==> src/rtl/npcg_toggle_pm_arbiter_pkg.sv <==
// Shared NPCG definitions for the toggle primitive-module arbiter: FSM state
// encodings, PM bus field widths and the executor-count limit.
package npcg_toggle_pm_arbiter_pkg;

  localparam int PCMD_W        = 8;   // primitive command
  localparam int PCMD_OPT_W    = 3;   // command option
  localparam int NUM_DATA_W    = 16;  // data count
  localparam int CA_DATA_W     = 8;   // CA data
  localparam int PM_STATUS_W   = 8;   // PM ready / last-step status
  localparam int MAX_EXECUTORS = 8;
  localparam int EXEC_ID_W     = 3;   // enough to index MAX_EXECUTORS

  typedef enum logic [2:0] {
    ARB_IDLE    = 3'b001,
    ARB_OWN     = 3'b010,
    ARB_RELEASE = 3'b100
  } arb_state_e;

  // Binary index of a one-hot vector; returns 0 for an all-zero vector.
  function automatic logic [EXEC_ID_W-1:0] onehot_to_bin(
    input logic [MAX_EXECUTORS-1:0] oh
  );
    logic [EXEC_ID_W-1:0] bin;
    bin = '0;
    for (int i = 0; i < MAX_EXECUTORS; i++) begin
      if (oh[i]) bin = bin | EXEC_ID_W'(i);
    end
    return bin;
  endfunction

endpackage

==> src/rtl/npcg_toggle_pm_arbiter_if.sv <==
// Executor-side and PM-side bus bundle of the toggle PM arbiter. The master
// modport is the executors plus PM block; the slave modport is the arbiter.
interface npcg_toggle_pm_arbiter_if #(
  parameter int NumberOfWays      = 4,
  parameter int NumberOfExecutors = 4
);
  import npcg_toggle_pm_arbiter_pkg::*;

  logic [NumberOfExecutors-1:0]              iExecReq;
  logic [NumberOfExecutors-1:0]              iExecLastStep;
  logic [NumberOfExecutors-1:0]              oExecGrant;
  logic [PCMD_W*NumberOfExecutors-1:0]       iExecPCommand;
  logic [PCMD_OPT_W*NumberOfExecutors-1:0]   iExecPCommandOption;
  logic [NumberOfWays*NumberOfExecutors-1:0] iExecTargetWay;
  logic [NUM_DATA_W*NumberOfExecutors-1:0]   iExecNumOfData;
  logic [NumberOfExecutors-1:0]              iExecCASelect;
  logic [CA_DATA_W*NumberOfExecutors-1:0]    iExecCAData;
  logic [PM_STATUS_W*NumberOfExecutors-1:0]  oExecPM_Ready;
  logic [PM_STATUS_W*NumberOfExecutors-1:0]  oExecPM_LastStep;
  logic [PM_STATUS_W-1:0]                    iPM_Ready;
  logic [PM_STATUS_W-1:0]                    iPM_LastStep;
  logic [PCMD_W-1:0]                         oPM_PCommand;
  logic [PCMD_OPT_W-1:0]                     oPM_PCommandOption;
  logic [NumberOfWays-1:0]                   oPM_TargetWay;
  logic [NUM_DATA_W-1:0]                     oPM_NumOfData;
  logic                                      oPM_CASelect;
  logic [CA_DATA_W-1:0]                      oPM_CAData;
  logic                                      oBusy;
  logic [EXEC_ID_W-1:0]                      oOwnerID;

  modport master (
    output iExecReq, iExecLastStep, iExecPCommand, iExecPCommandOption,
           iExecTargetWay, iExecNumOfData, iExecCASelect, iExecCAData,
           iPM_Ready, iPM_LastStep,
    input  oExecGrant, oExecPM_Ready, oExecPM_LastStep, oPM_PCommand,
           oPM_PCommandOption, oPM_TargetWay, oPM_NumOfData, oPM_CASelect,
           oPM_CAData, oBusy, oOwnerID
  );

  modport slave (
    input  iExecReq, iExecLastStep, iExecPCommand, iExecPCommandOption,
           iExecTargetWay, iExecNumOfData, iExecCASelect, iExecCAData,
           iPM_Ready, iPM_LastStep,
    output oExecGrant, oExecPM_Ready, oExecPM_LastStep, oPM_PCommand,
           oPM_PCommandOption, oPM_TargetWay, oPM_NumOfData, oPM_CASelect,
           oPM_CAData, oBusy, oOwnerID
  );

endinterface

==> src/rtl/npcg_rr_picker.sv <==
// Round-robin picker: one-hot winner among i_req, searching upward from i_ptr
// and wrapping to index 0. Purely combinational.
module npcg_rr_picker
  import npcg_toggle_pm_arbiter_pkg::*;
#(
  parameter int NumberOfExecutors = 4
) (
  input  logic [NumberOfExecutors-1:0] i_req,
  input  logic [EXEC_ID_W-1:0]         i_ptr,
  output logic [NumberOfExecutors-1:0] o_winner
);

  logic [NumberOfExecutors-1:0] w_mask;
  logic [NumberOfExecutors-1:0] w_masked;
  logic [NumberOfExecutors-1:0] w_pool;

  // Requests at or above the pointer take precedence; if there are none the
  // search wraps and the lowest-index request overall wins.
  // NOTE: every always_comb output gets a default before any branch, so no
  // path leaves it unassigned and no latch is inferred.
  always_comb begin
    w_mask = '0;
    for (int j = 0; j < NumberOfExecutors; j++) begin
      w_mask[j] = (j >= int'(i_ptr));
    end
    w_masked = i_req & w_mask;
    w_pool   = (|w_masked) ? w_masked : i_req;
    o_winner = '0;
    for (int j = NumberOfExecutors - 1; j >= 0; j--) begin
      if (w_pool[j]) begin
        o_winner    = '0;
        o_winner[j] = 1'b1;
      end
    end
  end

endmodule

==> src/rtl/npcg_toggle_pm_arbiter.sv <==
// Toggle PM arbiter: grants PM-bus ownership to one executor at a time by
// round robin and muxes the owner's command fields onto the PM bus.
module npcg_toggle_pm_arbiter
  import npcg_toggle_pm_arbiter_pkg::*;
#(
  parameter int NumberOfWays      = 4,
  parameter int NumberOfExecutors = 4
) (
  input  logic                           iSystemClock,
  input  logic                           iReset,
  npcg_toggle_pm_arbiter_if.slave        bus
);

  localparam logic [EXEC_ID_W-1:0] LAST_ID = EXEC_ID_W'(NumberOfExecutors - 1);

  arb_state_e                   r_state, w_state_nxt;
  logic [NumberOfExecutors-1:0] r_grant, w_grant_nxt;
  logic [EXEC_ID_W-1:0]         r_ptr, w_ptr_nxt;
  logic [NumberOfExecutors-1:0] w_pick;
  logic [NumberOfExecutors-1:0] w_grant;
  logic [EXEC_ID_W-1:0]         w_owner_id;
  logic                         w_owner_last;
  logic                         w_owner_req;

  npcg_rr_picker #(
    .NumberOfExecutors (NumberOfExecutors)
  ) u_picker (
    .i_req    (bus.iExecReq),
    .i_ptr    (r_ptr),
    .o_winner (w_pick)
  );

  assign w_owner_id   = onehot_to_bin(MAX_EXECUTORS'(r_grant));
  assign w_owner_last = |(r_grant & bus.iExecLastStep);
  assign w_owner_req  = |(r_grant & bus.iExecReq);

  // NOTE: state registers use non-blocking assignments so every flop samples
  // the pre-edge value of every other flop, independent of statement order.
  always_ff @(posedge iSystemClock) begin
    if (iReset) begin
      r_state <= ARB_IDLE;
      r_grant <= '0;
      r_ptr   <= '0;
    end else begin
      r_state <= w_state_nxt;
      r_grant <= w_grant_nxt;
      r_ptr   <= w_ptr_nxt;
    end
  end

  always_comb begin
    w_state_nxt = r_state;
    w_grant_nxt = r_grant;
    w_ptr_nxt   = r_ptr;
    case (r_state)
      ARB_IDLE: begin
        if (|bus.iExecReq) begin
          w_grant_nxt = w_pick;
          w_state_nxt = ARB_OWN;
        end
      end
      ARB_OWN: begin
        // Only the owner's last step or dropped request ends ownership.
        if (w_owner_last || !w_owner_req) begin
          w_grant_nxt = '0;
          w_ptr_nxt   = (w_owner_id == LAST_ID) ? '0 : w_owner_id + 1'b1;
          w_state_nxt = ARB_RELEASE;
        end
      end
      ARB_RELEASE: begin
        w_grant_nxt = '0;
        w_state_nxt = ARB_IDLE;
      end
      default: begin
        w_grant_nxt = '0;
        w_state_nxt = ARB_IDLE;
      end
    endcase
  end

  // Reset blanks every output immediately, not just from the next edge.
  assign w_grant        = iReset ? '0 : r_grant;
  assign bus.oExecGrant = w_grant;
  assign bus.oBusy      = !iReset && (r_state == ARB_OWN);
  assign bus.oOwnerID   = onehot_to_bin(MAX_EXECUTORS'(w_grant));

  always_comb begin
    bus.oPM_PCommand       = '0;
    bus.oPM_PCommandOption = '0;
    bus.oPM_TargetWay      = '0;
    bus.oPM_NumOfData      = '0;
    bus.oPM_CASelect       = 1'b0;
    bus.oPM_CAData         = '0;
    bus.oExecPM_Ready      = '0;
    bus.oExecPM_LastStep   = '0;
    for (int k = 0; k < NumberOfExecutors; k++) begin
      if (w_grant[k]) begin
        bus.oPM_PCommand       = bus.iExecPCommand[PCMD_W*k +: PCMD_W];
        bus.oPM_PCommandOption = bus.iExecPCommandOption[PCMD_OPT_W*k +: PCMD_OPT_W];
        bus.oPM_TargetWay      = bus.iExecTargetWay[NumberOfWays*k +: NumberOfWays];
        bus.oPM_NumOfData      = bus.iExecNumOfData[NUM_DATA_W*k +: NUM_DATA_W];
        bus.oPM_CASelect       = bus.iExecCASelect[k];
        bus.oPM_CAData         = bus.iExecCAData[CA_DATA_W*k +: CA_DATA_W];
        bus.oExecPM_Ready[PM_STATUS_W*k +: PM_STATUS_W]    = bus.iPM_Ready;
        bus.oExecPM_LastStep[PM_STATUS_W*k +: PM_STATUS_W] = bus.iPM_LastStep;
      end
    end
  end

endmodule

==> src/flat_wrapper.sv <==
// flat-port wrapper written by rule: the top's interface ports become plain ports
module npcg_toggle_pm_arbiter_flat import npcg_toggle_pm_arbiter_pkg::*;
#(
  parameter int NumberOfWays      = 4,
  parameter int NumberOfExecutors = 4
)
  (iSystemClock, iReset, bus_iExecReq, bus_iExecLastStep, bus_iExecPCommand, bus_iExecPCommandOption, bus_iExecTargetWay, bus_iExecNumOfData, bus_iExecCASelect, bus_iExecCAData, bus_iPM_Ready, bus_iPM_LastStep, bus_oExecGrant, bus_oExecPM_Ready, bus_oExecPM_LastStep, bus_oPM_PCommand, bus_oPM_PCommandOption, bus_oPM_TargetWay, bus_oPM_NumOfData, bus_oPM_CASelect, bus_oPM_CAData, bus_oBusy, bus_oOwnerID);
  npcg_toggle_pm_arbiter_if #(.NumberOfWays(NumberOfWays), .NumberOfExecutors(NumberOfExecutors)) bus_i ();
  input  logic iSystemClock;
  input  logic iReset;
  input wire logic [$bits(bus_i.iExecReq)-1:0] bus_iExecReq;
  input wire logic [$bits(bus_i.iExecLastStep)-1:0] bus_iExecLastStep;
  input wire logic [$bits(bus_i.iExecPCommand)-1:0] bus_iExecPCommand;
  input wire logic [$bits(bus_i.iExecPCommandOption)-1:0] bus_iExecPCommandOption;
  input wire logic [$bits(bus_i.iExecTargetWay)-1:0] bus_iExecTargetWay;
  input wire logic [$bits(bus_i.iExecNumOfData)-1:0] bus_iExecNumOfData;
  input wire logic [$bits(bus_i.iExecCASelect)-1:0] bus_iExecCASelect;
  input wire logic [$bits(bus_i.iExecCAData)-1:0] bus_iExecCAData;
  input wire logic [$bits(bus_i.iPM_Ready)-1:0] bus_iPM_Ready;
  input wire logic [$bits(bus_i.iPM_LastStep)-1:0] bus_iPM_LastStep;
  output wire logic [$bits(bus_i.oExecGrant)-1:0] bus_oExecGrant;
  output wire logic [$bits(bus_i.oExecPM_Ready)-1:0] bus_oExecPM_Ready;
  output wire logic [$bits(bus_i.oExecPM_LastStep)-1:0] bus_oExecPM_LastStep;
  output wire logic [$bits(bus_i.oPM_PCommand)-1:0] bus_oPM_PCommand;
  output wire logic [$bits(bus_i.oPM_PCommandOption)-1:0] bus_oPM_PCommandOption;
  output wire logic [$bits(bus_i.oPM_TargetWay)-1:0] bus_oPM_TargetWay;
  output wire logic [$bits(bus_i.oPM_NumOfData)-1:0] bus_oPM_NumOfData;
  output wire logic [$bits(bus_i.oPM_CASelect)-1:0] bus_oPM_CASelect;
  output wire logic [$bits(bus_i.oPM_CAData)-1:0] bus_oPM_CAData;
  output wire logic [$bits(bus_i.oBusy)-1:0] bus_oBusy;
  output wire logic [$bits(bus_i.oOwnerID)-1:0] bus_oOwnerID;
  assign bus_i.iExecReq = bus_iExecReq;
  assign bus_i.iExecLastStep = bus_iExecLastStep;
  assign bus_i.iExecPCommand = bus_iExecPCommand;
  assign bus_i.iExecPCommandOption = bus_iExecPCommandOption;
  assign bus_i.iExecTargetWay = bus_iExecTargetWay;
  assign bus_i.iExecNumOfData = bus_iExecNumOfData;
  assign bus_i.iExecCASelect = bus_iExecCASelect;
  assign bus_i.iExecCAData = bus_iExecCAData;
  assign bus_i.iPM_Ready = bus_iPM_Ready;
  assign bus_i.iPM_LastStep = bus_iPM_LastStep;
  assign bus_oExecGrant = bus_i.oExecGrant;
  assign bus_oExecPM_Ready = bus_i.oExecPM_Ready;
  assign bus_oExecPM_LastStep = bus_i.oExecPM_LastStep;
  assign bus_oPM_PCommand = bus_i.oPM_PCommand;
  assign bus_oPM_PCommandOption = bus_i.oPM_PCommandOption;
  assign bus_oPM_TargetWay = bus_i.oPM_TargetWay;
  assign bus_oPM_NumOfData = bus_i.oPM_NumOfData;
  assign bus_oPM_CASelect = bus_i.oPM_CASelect;
  assign bus_oPM_CAData = bus_i.oPM_CAData;
  assign bus_oBusy = bus_i.oBusy;
  assign bus_oOwnerID = bus_i.oOwnerID;
  npcg_toggle_pm_arbiter #(.NumberOfWays(NumberOfWays), .NumberOfExecutors(NumberOfExecutors)) u_core (.iSystemClock(iSystemClock), .iReset(iReset), .bus(bus_i));
endmodule
==> config.mk <==
export PLATFORM = sky130hd
export DESIGN_NAME = npcg_toggle_pm_arbiter_flat
export DESIGN_NICKNAME = d
export VERILOG_FILES = /design/src/rtl/npcg_toggle_pm_arbiter_pkg.sv /design/src/rtl/npcg_toggle_pm_arbiter_if.sv /design/src/rtl/npcg_rr_picker.sv /design/src/rtl/npcg_toggle_pm_arbiter.sv /design/src/flat_wrapper.sv
export SDC_FILE = /design/constraint.sdc
export NUM_CORES = 1
export LEC_CHECK = 0
export ABC_AREA = 1
export ABC_CLOCK_PERIOD_IN_PS = 1380
export CORE_AREA = 5 5 111 113
export DETAILED_ROUTE_END_ITERATION = 8
export DIE_AREA = 0 0 116 118
export GPL_ROUTABILITY_DRIVEN = 0
export PLACE_DENSITY = 0.72
export SYNTH_ARGS = -nofsm -noshare
export SYNTH_HDL_FRONTEND = slang
export SYNTH_SLANG_ARGS = --single-unit
==> constraint.sdc <==
create_clock -name iSystemClock -period 1.38 [get_ports iSystemClock]
set_input_delay 0.138 -clock iSystemClock [delete_from_list [all_inputs] [get_ports iSystemClock]]
set_output_delay 0.138 -clock iSystemClock [all_outputs]
set_load 0.01 [all_outputs]
Word level (Yosys, flattened, before mapping). Index checks and enable logic that the tools add are counted.

Bitwise logic cells: 3. Multiply operators: 0. Add/sub/neg operators: 1. Order comparisons: 4. Reduce and logical (&&, ||, !) cells: 10. Div/mod/pow operators: 0. Eq/ne operators: 5. Shift-type cells: 0. Muxes and demuxes: 51.

Operators by type and width (number): $mux 8 (16); $mux 16 (4); $mux 4 (12); $mux 3 (7); $reduce_or 4->1 (4); $and 4x4->4 (3); $mux 2 (4); $pmux 4 s2 (1); $eq 3x2->1 const B (2); $ge 1x3->1 const A (2); $ge 2x3->1 const A (2); $mux 1 (6); $pmux 3 s2 (1); $ne 2x1->1 const B (2); $reduce_and 2->1 (2); $add 3x1->3 const B (1); $eq 3x1->1 const B (1); $logic_not 1->1 (2); $logic_and 1x1->1 (1); $logic_or 1x1->1 (1).

Output and inout bits: 112. Memories: 0. Word-level logic and storage cells: 77. Flip-flop bits (word level): 10. ROM bits: 0. Latch bits: 0. Bits in writable memories: 0.

Depth between registers and ports, before layout. Gate-level depths: netlist of the first run.

Word-level depth: 10. Gate-level depth with buffers: 9.

Cells and area by module. A second synthesis of the first run with hierarchy kept.

Cell total of the unflattened synthesis: 477. Area total of the unflattened synthesis: 2282.2 um^2.

Modules (own cells, without submodules): npcg_toggle_pm_arbiter (sequential area each 180.2 um^2, area an instance 2112.0 um^2, cells each 446, instances 1); npcg_rr_picker (sequential area each 0.0 um^2, area an instance 170.2 um^2, cells each 31, instances 1).

Least setup slack after synthesis of the first run. No wires, ideal clock.

Kind: flip-flop to output port. Start: register u_core.r_grant[1]. End: output port bus_oPM_NumOfData[0]. Data arrival time: 1.151 ns. Data required time: 1.242 ns. Setup slack: 0.091 ns. Cell stages (with the launch flop): 6. Path through: dfxtp_1 > inv_2 > nor2_4 > buf_2 > a21oi_1 > a21oi_1.

Cells in the longest elaborated chain, start to end: 4.

RTL lines: start, declared (line npcg_toggle_pm_arbiter.sv:17) `logic [NumberOfExecutors-1:0] r_grant, w_grant_nxt;`; start signal, assigned (line npcg_toggle_pm_arbiter.sv:46) `r_grant <= w_grant_nxt;`; $mux 4 (line npcg_toggle_pm_arbiter.sv:82) `assign w_grant = iReset ? '0 : r_grant;`; named net bus_oExecGrant[1] (line flat_wrapper.sv:21) `output wire logic [$bits(bus_i.oExecGrant)-1:0] bus_oExecGrant;`; $mux 16 (3 in series) (line npcg_toggle_pm_arbiter.sv:97) `if (w_grant[k]) begin`; end, declared (line flat_wrapper.sv:27) `output wire logic [$bits(bus_i.oPM_NumOfData)-1:0] bus_oPM_NumOfData;`.

The timed path passes the listed nets, and every way through them passes these cells.

Final worst setup path of the first run.
Start: register u_core.r_grant[1]. End: output port bus_oPM_PCommand[6].

Cells in the longest elaborated chain, start to end: 4.

RTL lines: $mux 4 (line npcg_toggle_pm_arbiter.sv:82); $mux 8 (3 in series) (line npcg_toggle_pm_arbiter.sv:97); end, declared (line flat_wrapper.sv:24) `output wire logic [$bits(bus_i.oPM_PCommand)-1:0] bus_oPM_PCommand;`.

Every way passes these cells.

==> impl_metrics.py, run 1 <==
metrics = {
    "sta": {
        "drv_slew": 0,
        "hold_viol": 0,
        "skew_ps": 3.63,
        "worst_slack_ps": -253,
        "fin_crit_sh_pct": 118,
        "fin_crit_ps": 1630,
        "max_freq_mhz": 612,
        "rsz0062_at_grt": "yes",
        "setup_viol": 90,
    },
    "finish": {
        "utilization_pct": 56.2,
        "syn2layout_area_growth_pct": 190,
        "drive_above_1_share_pct": 37.0,
        "seqCellArea_um2": 190,
        "nFillCells": 1106,
        "multiInputGateArea_um2": 2140,
        "finalNetCount": 971,
    },
    "clocking": {
        "h-tree-depth": 1,
        "cts_tree": "yes",
        "clock-sinks": 9,
        "clk_pin_slew_worst_paths_ps": 40,
        "clockBufferDepth": 2,
        "clk_latency_ps": 240,
        "cts-root-buf": "clkbuf_16",
        "cts_buffers": 3,
    },
    "place": {
        "dp_hpwl_um": 11200,
        "io_buffers": 296,
        "place_ws_ps": -860,
    },
    "die": {
        "dieArea_um2": 13700,
        "core_um2": 11200,
        "initial_core_util_pct": 19.4,
        "fp.dieW_um": 116,
        "io_pins": 298,
        "die_y_um": 118,
        "rows": 39,
    },
    "synth": {
        "postSynthCellCount": 450,
        "netlist_area_um2": 2170,
        "synth_seq_cells": 9,
        "synth_area_leaders": "nand2_1 (20%), a21oi_1 (20%), nor2_1 (20%), dfxtp_1 (8.3%), o21ai_1 (7.6%)",
        "syn_area_per_cell_um2": 4.83,
        "synth.yosys.seq_area_share_pct": 8.29,
        "synth_edf_count": 0,
        "synth_cell_type_count": 26,
        "yosysWarningCount": 0,
        "yosysMostFrequentCell": "nand2_1",
        "synth_nets": 636,
        "yosys-top-cells-count": "nand2_1 (115), nor2_1 (113), a21oi_1 (86), o21ai_1 (33), inv_1 (25)",
        "synth.top_cell.area_share_pct": 19.9,
        "async_reset_ff_share_pct": 0,
        "yosys.area.top_type": "nand2_1",
        "synth_flop_cell": "dfxtp_1",
    },
    "route": {
        "drt-total-wl_um": 16200,
        "drt.antenna.violating_nets": 0,
        "via_count": 4217,
        "dr.pass1.iters": 4,
        "drc_errors": 0,
        "wl_per_cell_um": 17.5,
        "vias_per_cell": 4.54,
        "dr.first_iter.drc_count": 220,
    },
    "worst_setup_path": {
        "critical_path_required_ps": 1240,
        "cp-start-kind": "register",
        "reg2reg_setup_slack_ps": 100,
        "path_class": "reg -> out",
        "rr_worst_depth": 9,
        "timing.rr.start": "u_core.r_grant[1]",
        "regToRegEndpoint": "u_core.r_grant[1]",
        "critPathMaxFanout": 8,
        "worstSetupEndpointType": "primary output",
        "worstPathArrival_ps": 1500,
    },
    "status": {
        "violations": "setup timing",
        "status": "complete, but fails checks",
    },
    "power_and_ir_drop": {
        "power.density_nw_per_um2": 396,
        "irDropWorstVdd_mv": 0.804,
        "leakage_uw": 0.00285,
    },
    "grt": {
        "grt-ovfl-total": 0,
        "grt_antenna_before_repair": 1,
        "grt.total_usage_pct": 20.0,
        "grt_pass1_vias": 4071,
        "grt_max_degree": 49,
        "grt_pass1_wl_um": 22000,
    },
    "worst_hold_path": {
        "hold_class": "in -> reg",
        "whs_endpoint": "u_core.r_grant[1]",
        "min_from": "iReset",
        "min_path_cells": 6,
    },
    "job": {
        "max-cap-violations": 0,
    },
}
## report_power, final
part / switching [uW] / internal [uW]
combinational: 720 / 954
clock: 128 / 386
sequential: 19.4 / 289
## flip-flops by register name (all words and copies together) (netlist names)
| register | count |
|---|---|
| u_core.r_grant | 4 |
| u_core.r_ptr | 2 |
| u_core.r_state | 3 |
## timing repair
action | CTS | global route
pin swaps | 6 | 29
setup endpoints to repair | 111 | 92
gates resized for setup | 413 | 201
setup buffers | 15 | 5
cloned | 8 | 7
hold buffers | 0 | 0
## metrics by stage
step,hold slack (ps),total power (uW),TNS (ps),instance area [um2],cells
2_1_floorplan,351,791,0,2170,450
3_3_place_gp,463,1800,-73730,5470,893
3_5_place_dp,469,1800,-75590,5470,893
4_1_cts,475,2360,-14600,5640,920
5_1_grt,499,2640,-17350,6310,928
6_report,467,2500,-11780,6310,928
## final cells by class
| class | count | share of cell area, % |
|---|---|---|
| Timing Repair inverter | 1 | 0.178 |
| Antenna cell | 1 | 0.0397 |
| Sequential cell | 9 | 3.01 |
| Timing Repair Buffer | 361 | 56.2 |
| Multi-Input combinational cell | 377 | 33.9 |
| Tap cell | 143 | 2.84 |
| Inverter | 32 | 2.58 |
| Clock buffer | 4 | 1.25 |
## worst max-delay path: stages, from the launching register on
cell and delay [ps]:
dfxtp_4 380, inv_4 40, nor2_4 150, buf_6 150, clkbuf_16 170, a21oi_2 60
a21oi_1 140, buf_2 160
## layout by cell type (no fill, tap or decap), types with 2 or more instances in the layout
| cell type | instances |
|---|---|
| a21oi_1 | 42 |
| a21oi_2 | 41 |
| a21oi_4 | 3 |
| buf_12 | 12 |
| buf_16 | 7 |
| buf_2 | 71 |
| buf_4 | 27 |
| buf_6 | 30 |
| buf_8 | 3 |
| clkbuf_16 | 9 |
| clkdlybuf4s15_1 | 2 |
| clkdlybuf4s50_1 | 184 |
| dfxtp_1 | 5 |
| dfxtp_2 | 2 |
| dfxtp_4 | 2 |
| dlygate4sd2_1 | 18 |
| inv_1 | 25 |
| inv_4 | 2 |
| inv_8 | 3 |
| nand2_1 | 110 |
| nand2_2 | 5 |
| nand2_4 | 2 |
| nand3_1 | 5 |
| nor2_1 | 58 |
| nor2_2 | 34 |
| nor2_4 | 25 |
| nor3_1 | 3 |
| o21ai_0 | 6 |
| o21ai_1 | 32 |
| o21ai_2 | 5 |
## worst max path at each step
stage | slack, ps | endpoint | start
floorplan | 90 | bus_oPM_NumOfData[0] | u_core.r_grant[1]
global placement | -840 | bus_oPM_NumOfData[1] | iReset
detailed placement | -860 | bus_oPM_CAData[0] | iReset
CTS | -280 | bus_oPM_NumOfData[9] | u_core.r_grant[2]
global route | -310 | bus_oPM_CAData[4] | u_core.r_grant[1]
finish | -250 | bus_oPM_PCommand[6] | u_core.r_grant[1]
## metal layers
layer  part of all wire, %  track usage, %
met5                     0               0
met4                  0.72            4.35
met3                    10            5.24
met2                    53            36.6
met1                    36            23.0
## kinds of logic (layout without fill, tap and decap cells)
group                  after synthesis  after routing  synth area share, %
and+or+nand+nor                    246            246                 46.2
AOI/OAI and AO/OA                  130            130                 30.0
buffers and inverters               64            398                 15.3
DFF                                  9              9                 8.29
other                                1              2                0.172
Power figures use the tool's default switching activity.
==> run 2: changes to the inputs <==
--- a/config.mk
+++ b/config.mk
@@ -6,7 +6,6 @@
 export NUM_CORES = 1
 export LEC_CHECK = 0
 export ABC_AREA = 1
-export ABC_CLOCK_PERIOD_IN_PS = 1380
 export CORE_AREA = 5 5 111 113
 export DETAILED_ROUTE_END_ITERATION = 8
 export DIE_AREA = 0 0 116 118
==> constraint.sdc (replaced) <==
create_clock -name iSystemClock -period 1.38 [get_ports iSystemClock]
set_input_delay 0.138 -clock iSystemClock [delete_from_list [all_inputs] [get_ports iSystemClock]]
set_output_delay 0.138 -clock iSystemClock [all_outputs]
set_load 0.005 [all_outputs]
==> impl_metrics.py, run 2 (synthesized netlist as in run 1, its figures left out) <==
metrics = {
    "route": {
        "via_count": 4416,
        "vias_per_cell": 4.69,
        "wl_per_cell_um": 17.6,
        "drt.antenna.violating_nets": 0,
        "dr.first_iter.drc_count": 266,
        "drc_errors": 0,
        "drt-total-wl_um": 16500,
        "dr.pass1.iters": 4,
    },
    "worst_hold_path": {
        "min_from": "iReset",
        "whs_endpoint": "u_core.r_state[2]",
        "min_path_cells": 4,
        "hold_class": "in -> reg",
    },
    "finish": {
        "nFillCells": 1078,
        "drive_above_1_share_pct": 36.3,
        "finalNetCount": 985,
        "layout_common_cells": "clkdlybuf4s50_1 (184), nand2_1 (111), buf_2 (87)",
        "mostFrequentLayoutCell": "clkdlybuf4s50_1",
        "diodes": 0,
        "syn2layout_area_growth_pct": 195,
        "final_cells": 941,
        "design_area_um2": 6410,
        "reg.largest.list": "u_core.r_grant: 4 flops, u_core.r_state: 3 flops, u_core.r_ptr: 2 flops",
        "regMostFlops": "u_core.r_grant",
        "largest_register_ffs": 4,
    },
    "grt": {
        "grt_pass1_wl_um": 23600,
        "grt-ovfl-total": 0,
        "grt_pass1_vias": 4409,
        "grt_max_degree": 55,
        "grt.total_usage_pct": 21.5,
        "grt_antenna_before_repair": 0,
    },
    "status": {
        "violations": "setup timing",
        "status": "complete, but fails checks",
    },
    "place": {
        "dp_hpwl_um": 11000,
        "io_buffers": 296,
        "dp.cells": 888,
        "dpl_cell_area_um2": 5430,
        "place_ws_ps": -844,
    },
    "die": {
        "io_pins": 298,
        "core_um2": 11200,
        "initial_core_util_pct": 19.4,
        "dieArea_um2": 13700,
        "rows": 39,
        "die_y_um": 118,
        "fp.dieW_um": 116,
    },
    "clocking": {
        "h-tree-depth": 1,
        "clockBufferDepth": 2,
        "clk_latency_ps": 230,
        "cts-root-buf": "clkbuf_16",
        "hold_buffers": 0,
        "cts_tree": "yes",
        "clock-sinks": 9,
        "cts_buffers": 3,
        "clk_pin_slew_worst_paths_ps": 40,
    },
    "worst_setup_path": {
        "crit_family": "buffers and inverters",
        "path_cells": "inv_4, nor2_8, buf_12, inv_16, buf_16, nor2_1, nand2_1, o21ai_1, a21oi_1, buf_2",
        "critPathMaxFanout": 7,
        "path_buf_inv": 5,
        "worstPathArrival_ps": 1540,
        "max_stage_delay_ps": 350,
        "worstSetupEndpointType": "primary output",
        "rr_worst_depth": 8,
        "cpMaxStageDelayCell": "dfxtp_2",
        "critical_path_required_ps": 1240,
        "regToRegEndpoint": "u_core.r_grant[1]",
        "timing.rr.start": "u_core.r_state[0]",
        "reg2reg_setup_slack_ps": 100,
        "cp-start-kind": "register",
        "cp_num_cells": 10,
        "path_class": "reg -> out",
    },
    "sta": {
        "worst_slack_ps": -299,
        "rsz0062_at_grt": "yes",
        "max_freq_mhz": 596,
        "fin_crit_ps": 1680,
        "hold_viol": 0,
        "skew_ps": 1.90,
        "setup_viol": 73,
        "fin_crit_sh_pct": 122,
        "hold_ws_ps": 391,
        "drv_slew": 0,
    },
    "job": {
        "max-cap-violations": 0,
    },
    "power_and_ir_drop": {
        "irDropWorstVdd_mv": 0.558,
        "leakage_uw": 0.00293,
        "power.density_nw_per_um2": 383,
    },
}
-- run 2: cell count changes in the layout (fill, tap and decap cells not counted), sizes merged --
cell | before | now
diode | 1 | 0
bufbuf | 0 | 1
clkdlybuf4s15 | 2 | 1
clkbuf | 11 | 7
dlygate4sd2 | 18 | 21
inv | 32 | 33
buf | 150 | 164
-- run 2: worst max path at each step --
stage                            from                   endpoint
CTS                 u_core.r_grant[2]          bus_oPM_CAData[6]
finish              u_core.r_grant[2]  bus_oPM_PCommandOption[1]
global route        u_core.r_grant[2]       bus_oPM_TargetWay[1]
floorplan           u_core.r_grant[3]       bus_oPM_NumOfData[0]
global placement               iReset          bus_oPM_CAData[0]
detailed placement             iReset          bus_oPM_CAData[0]
-- run 2: where the power goes --
group | leakage (uW) | switching [uW] | internal (uW)
Combinational | 0.00282 | 680 | 965
Clock | 0.0000382 | 120 | 386
Sequential | 0.0000760 | 19.1 | 289
Total | 0.00293 | 819 | 1640
-- run 2: final cells by class --
class | count | area (um2) | area share (%)
inverter | 32 | 166 | 2.60
timing repair buffer | 374 | 3610 | 56.2
timing repair inverter | 2 | 22.5 | 0.351
multi-input combinational | 377 | 2170 | 33.8
clock buffer | 4 | 78.8 | 1.23
tap | 143 | 179 | 2.79
sequential | 9 | 190 | 2.97
-- run 2: tightest hold or removal path: stages --
cell	delay [ps]
clkbuf_2	110
buf_12	130
buf_4	150
nor2_1	50
-- run 2: routing by layer --
| metal | global-route usage [%] | vias to the layer above | wire length (um) | part of all wire, % |
|---|---|---|---|---|
| li1 | - | 2146 | - | - |
| met3 | 4.47 | 24 | 1510 | 9.1 |
| met4 | 4.64 | 0 | 277 | 1.7 |
| met1 | 24.7 | 2022 | 6120 | 37 |
| met5 | 0 | - | 0 | 0 |
| met2 | 40.1 | 224 | 8640 | 52 |
-- run 2: timing repair --
action	CTS	global route
gates cloned	15	4
setup endpoints to repair	111	94
pin swaps	14	16
buffers inserted	31	3
resized for setup	496	102
-- run 2: stage by stage --
stage	utilization, %	power [uW]	setup TNS, ps
2_1_floorplan	-	730	0
5_1_grt	57.1	2600	-19290
3_3_place_gp	48.4	1730	-66570
4_1_cts	53.3	2310	-14560
3_5_place_dp	48.4	1730	-69870
6_report	57.1	2460	-13960
==> run 3: changes to the inputs <==
==> constraint.sdc (replaced) <==
create_clock -name iSystemClock -period 1.6 [get_ports iSystemClock]
set_input_delay 0.16 -clock iSystemClock [delete_from_list [all_inputs] [get_ports iSystemClock]]
set_output_delay 0.16 -clock iSystemClock [all_outputs]
set_load 0.005 [all_outputs]
==> impl_metrics.py, run 3 (synthesized netlist as in run 1, its figures left out) <==
metrics = {
    "route": {
        "drt-total-wl_um": 15900,
        "wl_per_cell_um": 17.2,
        "dr.first_iter.drc_count": 162,
        "drc_errors": 0,
        "via_count": 4284,
        "drt.antenna.violating_nets": 0,
        "vias_per_cell": 4.62,
        "dr.pass1.iters": 5,
    },
    "clocking": {
        "cts_buffers": 3,
        "cts-root-buf": "clkbuf_16",
        "cts_tree": "yes",
        "clk_latency_ps": 240,
        "clock-sinks": 9,
        "clk_pin_slew_worst_paths_ps": 40,
        "clockBufferDepth": 2,
        "h-tree-depth": 1,
    },
    "die": {
        "core_um2": 11200,
        "rows": 39,
        "dieArea_um2": 13700,
        "io_pins": 298,
        "initial_core_util_pct": 19.4,
        "fp.dieW_um": 116,
        "die_y_um": 118,
    },
    "sta": {
        "drv_slew": 0,
        "fin_crit_ps": 1700,
        "rsz0062_at_grt": "yes",
        "skew_ps": 1.61,
        "tightest_slew_ps": 575,
        "max_freq_mhz": 589,
        "slew_headroom_pct": 61.3,
        "worst_slack_ps": -98.8,
        "setup_viol": 30,
        "fin_crit_sh_pct": 106,
        "hold_viol": 0,
    },
    "worst_setup_path": {
        "critPathMaxFanout": 6,
        "rr_worst_depth": 6,
        "worstPathArrival_ps": 1540,
        "critical_path_required_ps": 1440,
        "reg2reg_setup_slack_ps": 220,
        "cpMaxStageDelayCell": "dfxtp_2",
        "crit_start": "u_core.r_grant[2]",
        "cp-start-kind": "register",
        "max_stage_delay_ps": 340,
        "crit_path_end": "bus_oPM_NumOfData[1]",
        "worstSetupEndpointType": "primary output",
        "regToRegEndpoint": "u_core.r_grant[1]",
        "path_class": "reg -> out",
        "timing.rr.start": "u_core.r_state[2]",
        "path_cells": "inv_4, nor2_8, nor2_4, inv_4, buf_6, buf_8, buf_6, a21oi_2, a21oi_1, buf_2",
    },
    "grt": {
        "grt-ovfl-total": 0,
        "grt_max_degree": 55,
        "grt.total_usage_pct": 20.7,
        "grt_pass1_vias": 4150,
        "grt_antenna_before_repair": 0,
        "grt_pass1_wl_um": 22600,
    },
    "job": {
        "max-cap-violations": 0,
    },
    "finish": {
        "finalNetCount": 971,
        "design_area_um2": 6410,
        "syn2layout_area_growth_pct": 195,
        "largest_register_ffs": 4,
        "diodes": 0,
        "drive_above_1_share_pct": 31.0,
        "mostFrequentLayoutCell": "clkdlybuf4s50_1",
        "layout_common_cells": "clkdlybuf4s50_1 (187), nor2_1 (100), nand2_1 (90)",
        "reg.largest.list": "u_core.r_grant: 4 flops, u_core.r_state: 3 flops, u_core.r_ptr: 2 flops",
        "regMostFlops": "u_core.r_grant",
    },
    "power_and_ir_drop": {
        "irDropWorstVdd_mv": 0.602,
        "totalPowerFinal_uw": 2170,
        "power.density_nw_per_um2": 338,
        "leakage_uw": 0.00323,
    },
    "worst_hold_path": {
        "hold_class": "in -> reg",
        "min_path_cells": 5,
    },
    "place": {
        "dp_hpwl_um": 11000,
        "dpl_cell_area_um2": 5400,
        "io_buffers": 296,
    },
    "status": {
        "status": "complete, but fails checks",
        "violations": "setup timing",
    },
}
==> run 3: worst min path at each step <==
stage | slack, ps | to | from
2_1_floorplan | 370 | u_core.r_grant[3] | bus_iExecReq[3]
3_3_place_gp | 460 | u_core.r_ptr[0] | u_core.r_ptr[0]
3_5_place_dp | 470 | u_core.r_ptr[0] | u_core.r_ptr[0]
4_1_cts | 480 | u_core.r_ptr[0] | u_core.r_ptr[0]
5_1_grt | 490 | u_core.r_state[0] | iReset
6_report | 470 | u_core.r_state[0] | iReset
==> run 3: power by group <==
| part | total [uW] | switching [uW] | internal (uW) |
|---|---|---|---|
| Clock | 437 | 104 | 332 |
| Combinational | 1460 | 590 | 874 |
| Sequential | 265 | 16.1 | 249 |
| Total | 2170 | 711 | 1460 |
==> run 3: cell type report <==
type | instances | area [um2]
timing repair buffer | 362 | 3670
inverter | 32 | 145
clock buffer | 4 | 78.8
multi-input combinational | 377 | 2150
fill | 1049 | 4810
tap | 143 | 179
sequential | 9 | 190
==> run 3: timing repair <==
item / CTS / global route
pin swaps: 30 / 26
buffers inserted: 26 / 6
gates resized for setup: 316 / 117
setup endpoints to repair: 111 / 63
cloned: 11 / 2
hold buffers: 0 / 0
==> run 3: metal layers <==
metal	up-vias	global-route usage, %	wire [um]
met5	-	0	0
li1	2113	-	-
met2	218	38.3	8260
met4	0	4.21	340
met1	1921	23.5	5770
met3	32	5.40	1570
==> run 3: metrics by stage <==
step           setup slack (ps)  util [%]  cells  hold slack (ps)  TNS, ps
6_report                  -98.8      57.1    927              472    -1160
5_1_grt                    -188      57.1    927              490    -3660
4_1_cts                    -153      54.2    924              478    -2990
3_5_place_dp               -634      48.1    884              473   -48240
3_3_place_gp               -610      48.1    884              461   -46680
2_1_floorplan               361         -    450              373        0
==> run 3: critical path: cells and delay by family, from the launching register on <==
family | cells | cell delay [ps]
AOI/OAI and AO/OA | 2 | 170
buffers and inverters | 6 | 600
and+or+nand+nor | 2 | 180
DFF | 1 | 340
